[src/rtl/if_fetch_unit.sv]
// if_fetch_unit
//   Instruction-fetch stage. Owns the PC, fetches from instruction memory
//   over a req/ready handshake (data returned in the accepting cycle), and
//   feeds the IF->ID register. A one-entry hold buffer absorbs ID stalls;
//   redirects squash the wrong path. A redirect that arrives while a request
//   is outstanding is parked in a pending-target register until memory
//   completes the old request.
//
// Ports
//   clock        in   1   rising-edge clock
//   reset        in   1   asynchronous active-high reset
//   imem_req     out  1   instruction memory request
//   imem_addr    out  32  fetch address (current PC)
//   imem_ready   in   1   memory accepts request, data valid this cycle
//   imem_rdata   in   32  instruction word
//   stall        in   1   hold the IF->ID register
//   redirect     in   1   branch/jump taken
//   redirect_pc  in   32  redirect target
//   pc4_if       out  32  PC+4 of presented instruction, 0 for a bubble
//   instr_if     out  32  presented instruction or NOP_INSTR
//   ifid_enable  out  1   IF->ID register write enable
module if_fetch_unit #(
  parameter logic [31:0] RESET_PC  = 32'h0000_0000,
  parameter logic [31:0] NOP_INSTR = 32'h0000_0000
) (
  input  logic        clock,
  input  logic        reset,
  output logic        imem_req,
  output logic [31:0] imem_addr,
  input  logic        imem_ready,
  input  logic [31:0] imem_rdata,
  input  logic        stall,
  input  logic        redirect,
  input  logic [31:0] redirect_pc,
  output logic [31:0] pc4_if,
  output logic [31:0] instr_if,
  output logic        ifid_enable
);

  typedef enum logic [1:0] {IDLE, REQ, HOLD, DROP} state_t;

  state_t      state, state_nxt;
  logic [31:0] pc, pc_nxt;
  logic [31:0] buffer, buffer_nxt;
  logic [31:0] buf_pc4, buf_pc4_nxt;
  logic [31:0] pending, pending_nxt;
  logic [31:0] pc_plus4;

  // Sequential PC increment; wraps modulo 2^32.
  function automatic logic [31:0] inc4(input logic [31:0] a);
    return a + 32'd4;
  endfunction

  assign pc_plus4  = inc4(pc);
  assign imem_addr = pc;

  always_ff @(posedge clock or posedge reset) begin
    if (reset) begin
      state   <= IDLE;
      pc      <= RESET_PC;
      buffer  <= '0;
      buf_pc4 <= '0;
      pending <= '0;
    end else begin
      state   <= state_nxt;
      pc      <= pc_nxt;
      buffer  <= buffer_nxt;
      buf_pc4 <= buf_pc4_nxt;
      pending <= pending_nxt;
    end
  end

  always_comb begin
    state_nxt   = state;
    pc_nxt      = pc;
    buffer_nxt  = buffer;
    buf_pc4_nxt = buf_pc4;
    pending_nxt = pending;
    imem_req    = 1'b0;
    pc4_if      = '0;
    instr_if    = NOP_INSTR;
    ifid_enable = ~stall;

    unique case (state)
      IDLE: begin
        state_nxt = REQ;
        if (redirect) begin
          ifid_enable = 1'b1;
          pc_nxt      = redirect_pc;
        end
      end

      REQ: begin
        imem_req = 1'b1;
        if (redirect) begin
          ifid_enable = 1'b1;
          if (imem_ready) begin
            pc_nxt = redirect_pc;
          end else begin
            // Old request must still complete at its address.
            pending_nxt = redirect_pc;
            state_nxt   = DROP;
          end
        end else if (imem_ready) begin
          pc_nxt = pc_plus4;
          if (!stall) begin
            instr_if    = imem_rdata;
            pc4_if      = pc_plus4;
            ifid_enable = 1'b1;
          end else begin
            ifid_enable = 1'b0;
            buffer_nxt  = imem_rdata;
            buf_pc4_nxt = pc_plus4;
            state_nxt   = HOLD;
          end
        end
      end

      HOLD: begin
        if (redirect) begin
          ifid_enable = 1'b1;
          pc_nxt      = redirect_pc;
          state_nxt   = REQ;
        end else begin
          instr_if = buffer;
          pc4_if   = buf_pc4;
          if (!stall) state_nxt = REQ;
        end
      end

      DROP: begin
        imem_req = 1'b1;
        if (redirect) begin
          ifid_enable = 1'b1;
          pending_nxt = redirect_pc;
        end
        if (imem_ready) begin
          // Wrong-path data is discarded; newest target wins.
          pc_nxt    = redirect ? redirect_pc : pending;
          state_nxt = REQ;
        end
      end

      default: state_nxt = IDLE;
    endcase

    // Reset values are visible immediately, not at the next edge.
    if (reset) begin
      imem_req    = 1'b0;
      pc4_if      = '0;
      instr_if    = NOP_INSTR;
      ifid_enable = 1'b0;
    end
  end

endmodule

[config.mk]
export PLATFORM = sky130hd
export DESIGN_NAME = if_fetch_unit
export DESIGN_NICKNAME = d
export VERILOG_FILES = /design/src/rtl/if_fetch_unit.sv
export SDC_FILE = /design/constraint.sdc
export NUM_CORES = 1
export LEC_CHECK = 0
export ABC_AREA = 1
export BUFFER_PORTS_ARGS = -buffer_cell sky130_fd_sc_hd__buf_2
export CORE_AREA = 2 2 157 159
export DETAILED_ROUTE_END_ITERATION = 8
export DIE_AREA = 0 0 159 161
export PLACE_DENSITY_LB_ADDON = 0.15
export SETUP_SLACK_MARGIN = 0.15
export SLEW_MARGIN = 20
export SYNTH_ARGS = -nofsm -noshare
export SYNTH_HDL_FRONTEND = slang
export SYNTH_SLANG_ARGS = --single-unit
[constraint.sdc]
create_clock -name clock -period 6.45 [get_ports clock]
set_input_delay 1.29 -clock clock [delete_from_list [all_inputs] [get_ports clock]]
set_output_delay 1.29 -clock clock [all_outputs]
set_load 0.03 [all_outputs]
==> results of run 1 <==
## flip-flops by register name, summed over array words and instances, names as in the netlist
signal / count
buf_pc4: 32
buffer: 32
imem_addr: 32
pending: 32
state: 2
## metal layers
metal / global-route usage [%] / routed length (um)
met1: 30.8 / 13100
met2: 31.2 / 11900
met3: 3.13 / 1380
met4: 5.66 / 387
met5: 0 / 0
## Yosys cell counts
master    number  area, sq um
buf_2         36          180
o21ai_0       64          320
xnor2_1        3         26.3
nand3_1       44          220
a22oi_1        3         22.5
dfrtp_1      130         3250
buf_6          4         45.0
nand2_2        9         56.3
o21bai_1       1         7.51
nand2_1      547         2050
nor3_4         1         16.3
nor2_8         2         40.0
clkbuf_1      21         78.8
ha_1           5         62.6
inv_1         43          161
nand3b_1       4         30.0
o21ai_1        1         5.00
xor2_1         2         17.5
nand4_1        1         6.26
a21oi_1      114          571
nor2_1       114          428
buf_4          7         52.6
nor2_4         9          101
nor2_2         7         43.8
xor2_2         7          114
and2_1         2         12.5
nand2_4        2         22.5
buf_1          3         11.3
nor3_1         1         5.00
a31oi_1       38          238
inv_2          8         30.0
## cell families after synthesis
group / share of synthesized area, %
compound gates: 14.1
xor+xnor: 1.92
fa+ha+maj: 0.760
buf+inv: 6.79
flops: 39.5
simple gates: 36.9
## power by group
part / internal [mW] / total (mW) / switching (mW) / leakage [nW]
Clock: 0.620 / 1.04 / 0.417 / 0.299
Sequential: 1.23 / 1.57 / 0.346 / 1.57
Combinational: 0.676 / 2.31 / 1.63 / 2.90
Total: 2.52 / 4.92 / 2.40 / 4.77
## path summary, 6_finish.rpt
check,startpoint,end,slack [ns],cells past startpoint
worst max-delay path,redirect,pc4_if[8],1.89,6
worst min-delay path,buf_pc4[14]$_DFFE_PP0P_,buf_pc4[14]$_DFFE_PP0P_,0.48,2
worst max register to register,state[0]$_DFFE_PP0P_,imem_addr[25]$_DFFE_PP0P_,2.77,10
worst min register to register,buf_pc4[14]$_DFFE_PP0P_,buf_pc4[14]$_DFFE_PP0P_,0.48,2
max in group asynchronous,reset,buf_pc4[21]$_DFFE_PP0P_,4.75,3
min in group asynchronous,reset,pending[1]$_DFFE_PP0P_,1.11,3
## critical path, stage by stage
cell	delay, ns
buf_2	0.24
nor2_4	0.86
buf_4	0.39
nand2_1	0.08
a21oi_1	0.16
buf_2	0.23
## layout make-up
class / instances / area share, %
flip-flops and latches: 130 / 33.1
multi-input cells: 981 / 45.1
clock buffers: 17 / 4.33
inverters: 51 / 2.01
clock inverters: 15 / 2.01
well taps: 324 / 4.13
repair buffers: 176 / 9.35
==> impl_metrics.yaml, run 1 <==
global_route:
  grt_overflow: 0
  grt_pass1_vias: 7582
  grt_max_degree: 131
  grt_pass1_wl_um: 42200
  antenna_found_initial: 0
  track_usage_pct: 20.7
cells_and_area:
  fin_area_sq_um: 9830
  nets: 1431
  diodes: 0
  layout.cells.non_filler: 1694
  drive_gt1_share_pct: 18.7
  areaGrowthSynthToFinish_pct: 19.4
  regArea_sq_um: 3250
  multiInputGateArea_sq_um: 4430
  final_cell_mix: "545 x nand2_1, 166 x buf_2, 130 x dfrtp_1, 114 x a21oi_1, 114 x nor2_1"
  fin_util_pct: 41.0
  layout.filler_cells: 2603
  final_common_cell: "nand2_1"
critical_path:
  critPathCaptureType: "primary output"
  path_class: "input port to primary output"
  cp_max_fo: 43
  start_kind: "input port"
  crit_arrival_ns: 3.27
  worstPathRequired_ns: 5.16
sta:
  drv_slew: 0
  final_hold_viol_count: 0
  fin_setup_tns_ns: 0
  slew_headroom_pct: 28.5
  clock_skew_ns: 0.0105
  finalSetupViolCount: 0
  worst_pin_slew_ns: 1.07
  fin_crit_ns: 4.56
  post-route-period-util_pct: 70.7
  fmax_mhz: 219
  fin_worst_hold_slack_ns: 0.479
  rsz0062_at_grt: "false"
  worst_slack_ns: 1.89
synth:
  syn-num-nets: 1307
  ys_seq_area_share_pct: 39.5
  syn_area_sq_um: 8230
  synth_seq_cells: 130
  yosys_warnings: 0
  netlist_instances: 1233
  syn_area_per_cell_sq_um: 6.68
  synth_cell_types: 31
clock_network:
  numCtsBuffers: 17
  insertion_delay_ns: 0.43
  clk_path_buf_depth: 2
  cts_resized: 0
  path_clk_slew_ns: 0.06
  postCtsSetupBuffers: 0
  clock-sinks: 130
  root_buffer: "clkbuf_16"
  ctsHoldBuffers: 0
  htree_levels: 4
  cts_tree: "yes"
placed_design:
  dpl_worst_slack_ns: 1.84
  dp_hpwl_um: 18000
  dpl_cell_area_sq_um: 9200
  io_buffers: 166
  placed_cells: 1662
  globalplace.congestion: 0.865
floorplan:
  die_area_sq_um: 25600
  fp.dieW_um: 159
  core-area_sq_um: 24000
  ioPinCount: 167
  rows: 57
  start_util_pct: 34.4
  die_h_um: 161
detailed_routing:
  antenna_left: 0
  post-route-drc-count: 0
  via_per_inst: 4.93
  routedWlPerCell_um: 15.8
  drtIter0Drc: 694
  drtPass1Iterations: 5
  vias: 8345
  routed_wl_um: 26800
power:
  ir_drop_uv: 220
  power.density_nw_per_um2: 500
  power_mw: 4.92
  leakage_nw: 4.77
outcome:
  status: "finished clean"
run:
  drv_cap: 0
worst_hold_path:
  holdCritPathClass: "flop to flop"
Power figures use the tool's default switching activity.
==> inputs of run 2 (changes only) <==
- ABC_AREA: 1 -> 0
- CORE_AREA: 2 2 157 159 -> 2 2 145 147
- DIE_AREA: 0 0 159 161 -> 0 0 147 149
- clock period: 6.45 -> 4.2 ns (I/O delays scaled with it)
==> run 2 against run 1 <==
Sequential share of layout area increased by 3.4 points. Critical endpoint is now pc4_if[18]. Highest routed layer unchanged. Critical path depth grew 1. Utilization rose by 2.3 points.
==> impl_metrics.yaml, run 2 <==
synth:
  syn_area_sq_um: 7040
  synth_top_area_cell: "dfrtp_1"
  yosys_warnings: 0
  synthTopCellsByArea: "dfrtp_1 46%, mux2_2 12%, a22oi_1 6.1%, o21ai_0 5.3%, nand2_1 4.2%"
  synth_seq_cells: 130
  yosysTopAreaCellShare_pct: 46.2
  syn-num-nets: 798
  synthTopCellsByCount: "130 x dfrtp_1, 78 x nand2_1, 75 x o21ai_0"
  ys_seq_area_share_pct: 46.2
  synth_edf_count: 0
  yosysMostFrequentCell: "dfrtp_1"
  syn_area_per_cell_sq_um: 9.73
  netlist_instances: 724
  synth_cell_types: 47
  synth-async-reset-ratio_pct: 100
  synth-main-ff-cell: "dfrtp_1"
placed_design:
  globalplace.congestion: 0.801
  io_buffers: 166
  dp_hpwl_um: 14600
  placed_cells: 1124
  dpl_cell_area_sq_um: 8300
cells_and_area:
  fin_area_sq_um: 8910
  diodes: 0
  final_cell_mix: "166 x buf_2, 130 x dfrtp_1, 77 x nand2_1, 72 x mux2_2, 58 x nor2_1"
  final_common_cell: "buf_2"
  layout.cells.non_filler: 1155
  nets: 942
  areaGrowthSynthToFinish_pct: 26.5
  drive_gt1_share_pct: 37.5
sta:
  worst_pin_slew_ns: 1.06
  final_hold_viol_count: 0
  fin_setup_tns_ns: 0
  drv_slew: 0
  slew_headroom_pct: 29.3
  fmax_mhz: 259
  rsz0062_at_grt: "false"
  fin_crit_ns: 3.86
  finalSetupViolCount: 0
  fin_worst_hold_slack_ns: 0.418
  post-route-period-util_pct: 91.8
  clock_skew_ns: 0.00916
detailed_routing:
  routedWlPerCell_um: 17.9
  drtPass1Iterations: 6
  antenna_left: 0
  routed_wl_um: 20700
  drtIter0Drc: 371
  post-route-drc-count: 0
  via_per_inst: 5.26
  vias: 6076
clock_network:
  htree_levels: 4
  numCtsBuffers: 17
  clk_path_buf_depth: 2
  cts_resized: 0
  clock-sinks: 130
  root_buffer: "clkbuf_16"
  postCtsSetupBuffers: 0
  ctsHoldBuffers: 0
  insertion_delay_ns: 0.41
  cts_tree: "yes"
  path_clk_slew_ns: 0.06
run:
  drv_cap: 0
power:
  p_clk_share_pct: 24.0
  p_sw_mw: 2.60
  leakage_nw: 3.99
  internal_power_mw: 3.84
  switching_share_pct: 40.4
  power.density_nw_per_um2: 722
  power_frac_comb_pct: 40.4
  pwr-share-seq_pct: 35.6
  ir_drop_uv: 285
outcome:
  status: "finished clean"
critical_path:
  crit_arrival_ns: 3.02
  cp_max_fo: 9
  start_kind: "flop"
  r2r_slack_ns: 1.57
  path_class: "flop to primary output"
  worstPathRequired_ns: 3.36
  critPathCaptureType: "primary output"
global_route:
  antenna_found_initial: 0
  grt_pass1_vias: 5624
  grt_max_degree: 90
  track_usage_pct: 18.9
  grt_overflow: 0
  grt_pass1_wl_um: 32500
floorplan:
  core-area_sq_um: 20600
  die_area_sq_um: 21900
  rows: 53
  start_util_pct: 34.3
  fp.dieW_um: 147
  ioPinCount: 167
  die_h_um: 149
worst_hold_path:
  holdCritPathClass: "input port to asynchronous set/reset pin"
-- run 2: stage by stage --
stage / total power, mW / setup slack [ns] / utilization [%]
after floorplan: 4.14 / -0.342 / -
final: 6.44 / 0.344 / 43.3
after detailed placement: 4.94 / 0.752 / 40.4
after CTS: 6.50 / 0.309 / 43.3
after global routing: 6.87 / 0.166 / 43.3
after global placement: 4.91 / 0.746 / 40.4
-- run 2: area by class of cell --
type,count,area (sq um)
clock buffer,22,484
clock inverter,9,129
fill,2079,11600
inverter,18,71.3
multi-input combinational,519,3660
sequential,130,3250
tap,275,344
timing repair buffer,182,963
-- run 2: cells by family (layout without fill, tap and decap cells) --
logic type	count (synthesis)	count (layout)	synth area share, %
xor+xnor	28	28	3.48
mux	78	78	12.4
flops	130	130	46.2
simple gates	189	189	12.4
buf+inv	75	231	4.28
fa+ha+maj	5	5	0.888
compound gates	219	219	20.4
-- run 2: power by group through the flow --
stage	clock network (mW)	registers, mW	logic [mW]
6_report	1.55	2.29	2.60
4_1_cts	1.58	2.29	2.63
3_3_place_gp	0	2.30	2.61
2_1_floorplan	0	2.40	1.74
3_5_place_dp	0	2.31	2.63
5_1_grt	1.64	2.37	2.86
-- run 2: worst paths after layout --
check / start / to / cells past startpoint
worst max-delay path: imem_addr[2]$_DFFE_PP0P_ / pc4_if[18] / 7
worst min-delay path: reset / state[1]$_DFFE_PP0P_ / 2
worst max register to register: state[1]$_DFFE_PP0P_ / buffer[14]$_DFFE_PP0P_ / 6
worst min register to register: buf_pc4[2]$_DFFE_PP0P_ / buf_pc4[2]$_DFFE_PP0P_ / 2
max in group asynchronous: reset / pending[31]$_DFFE_PP0P_ / 4
min in group clock: buf_pc4[2]$_DFFE_PP0P_ / buf_pc4[2]$_DFFE_PP0P_ / 2
-- run 2: layer usage --
metal / part of all wire, % / track usage [%] / wire [um] / vias up
li1: - / - / - / 2929
met1: 49 / 28.1 / 10100 / 2963
met2: 45 / 28.4 / 9230 / 172
met3: 5.3 / 3.76 / 1090 / 12
met4: 1.1 / 4.66 / 228 / 0
met5: 0 / 0 / 0 / -
-- run 2: critical path, cell delays in order, from the launching register on --
cell     delay [ns]
dfrtp_1        0.57
ha_1           0.32
nand4_2        0.21
nor4_4         0.60
nand4_1        0.25
xnor2_1        0.38
o21ai_2        0.08
buf_2          0.19
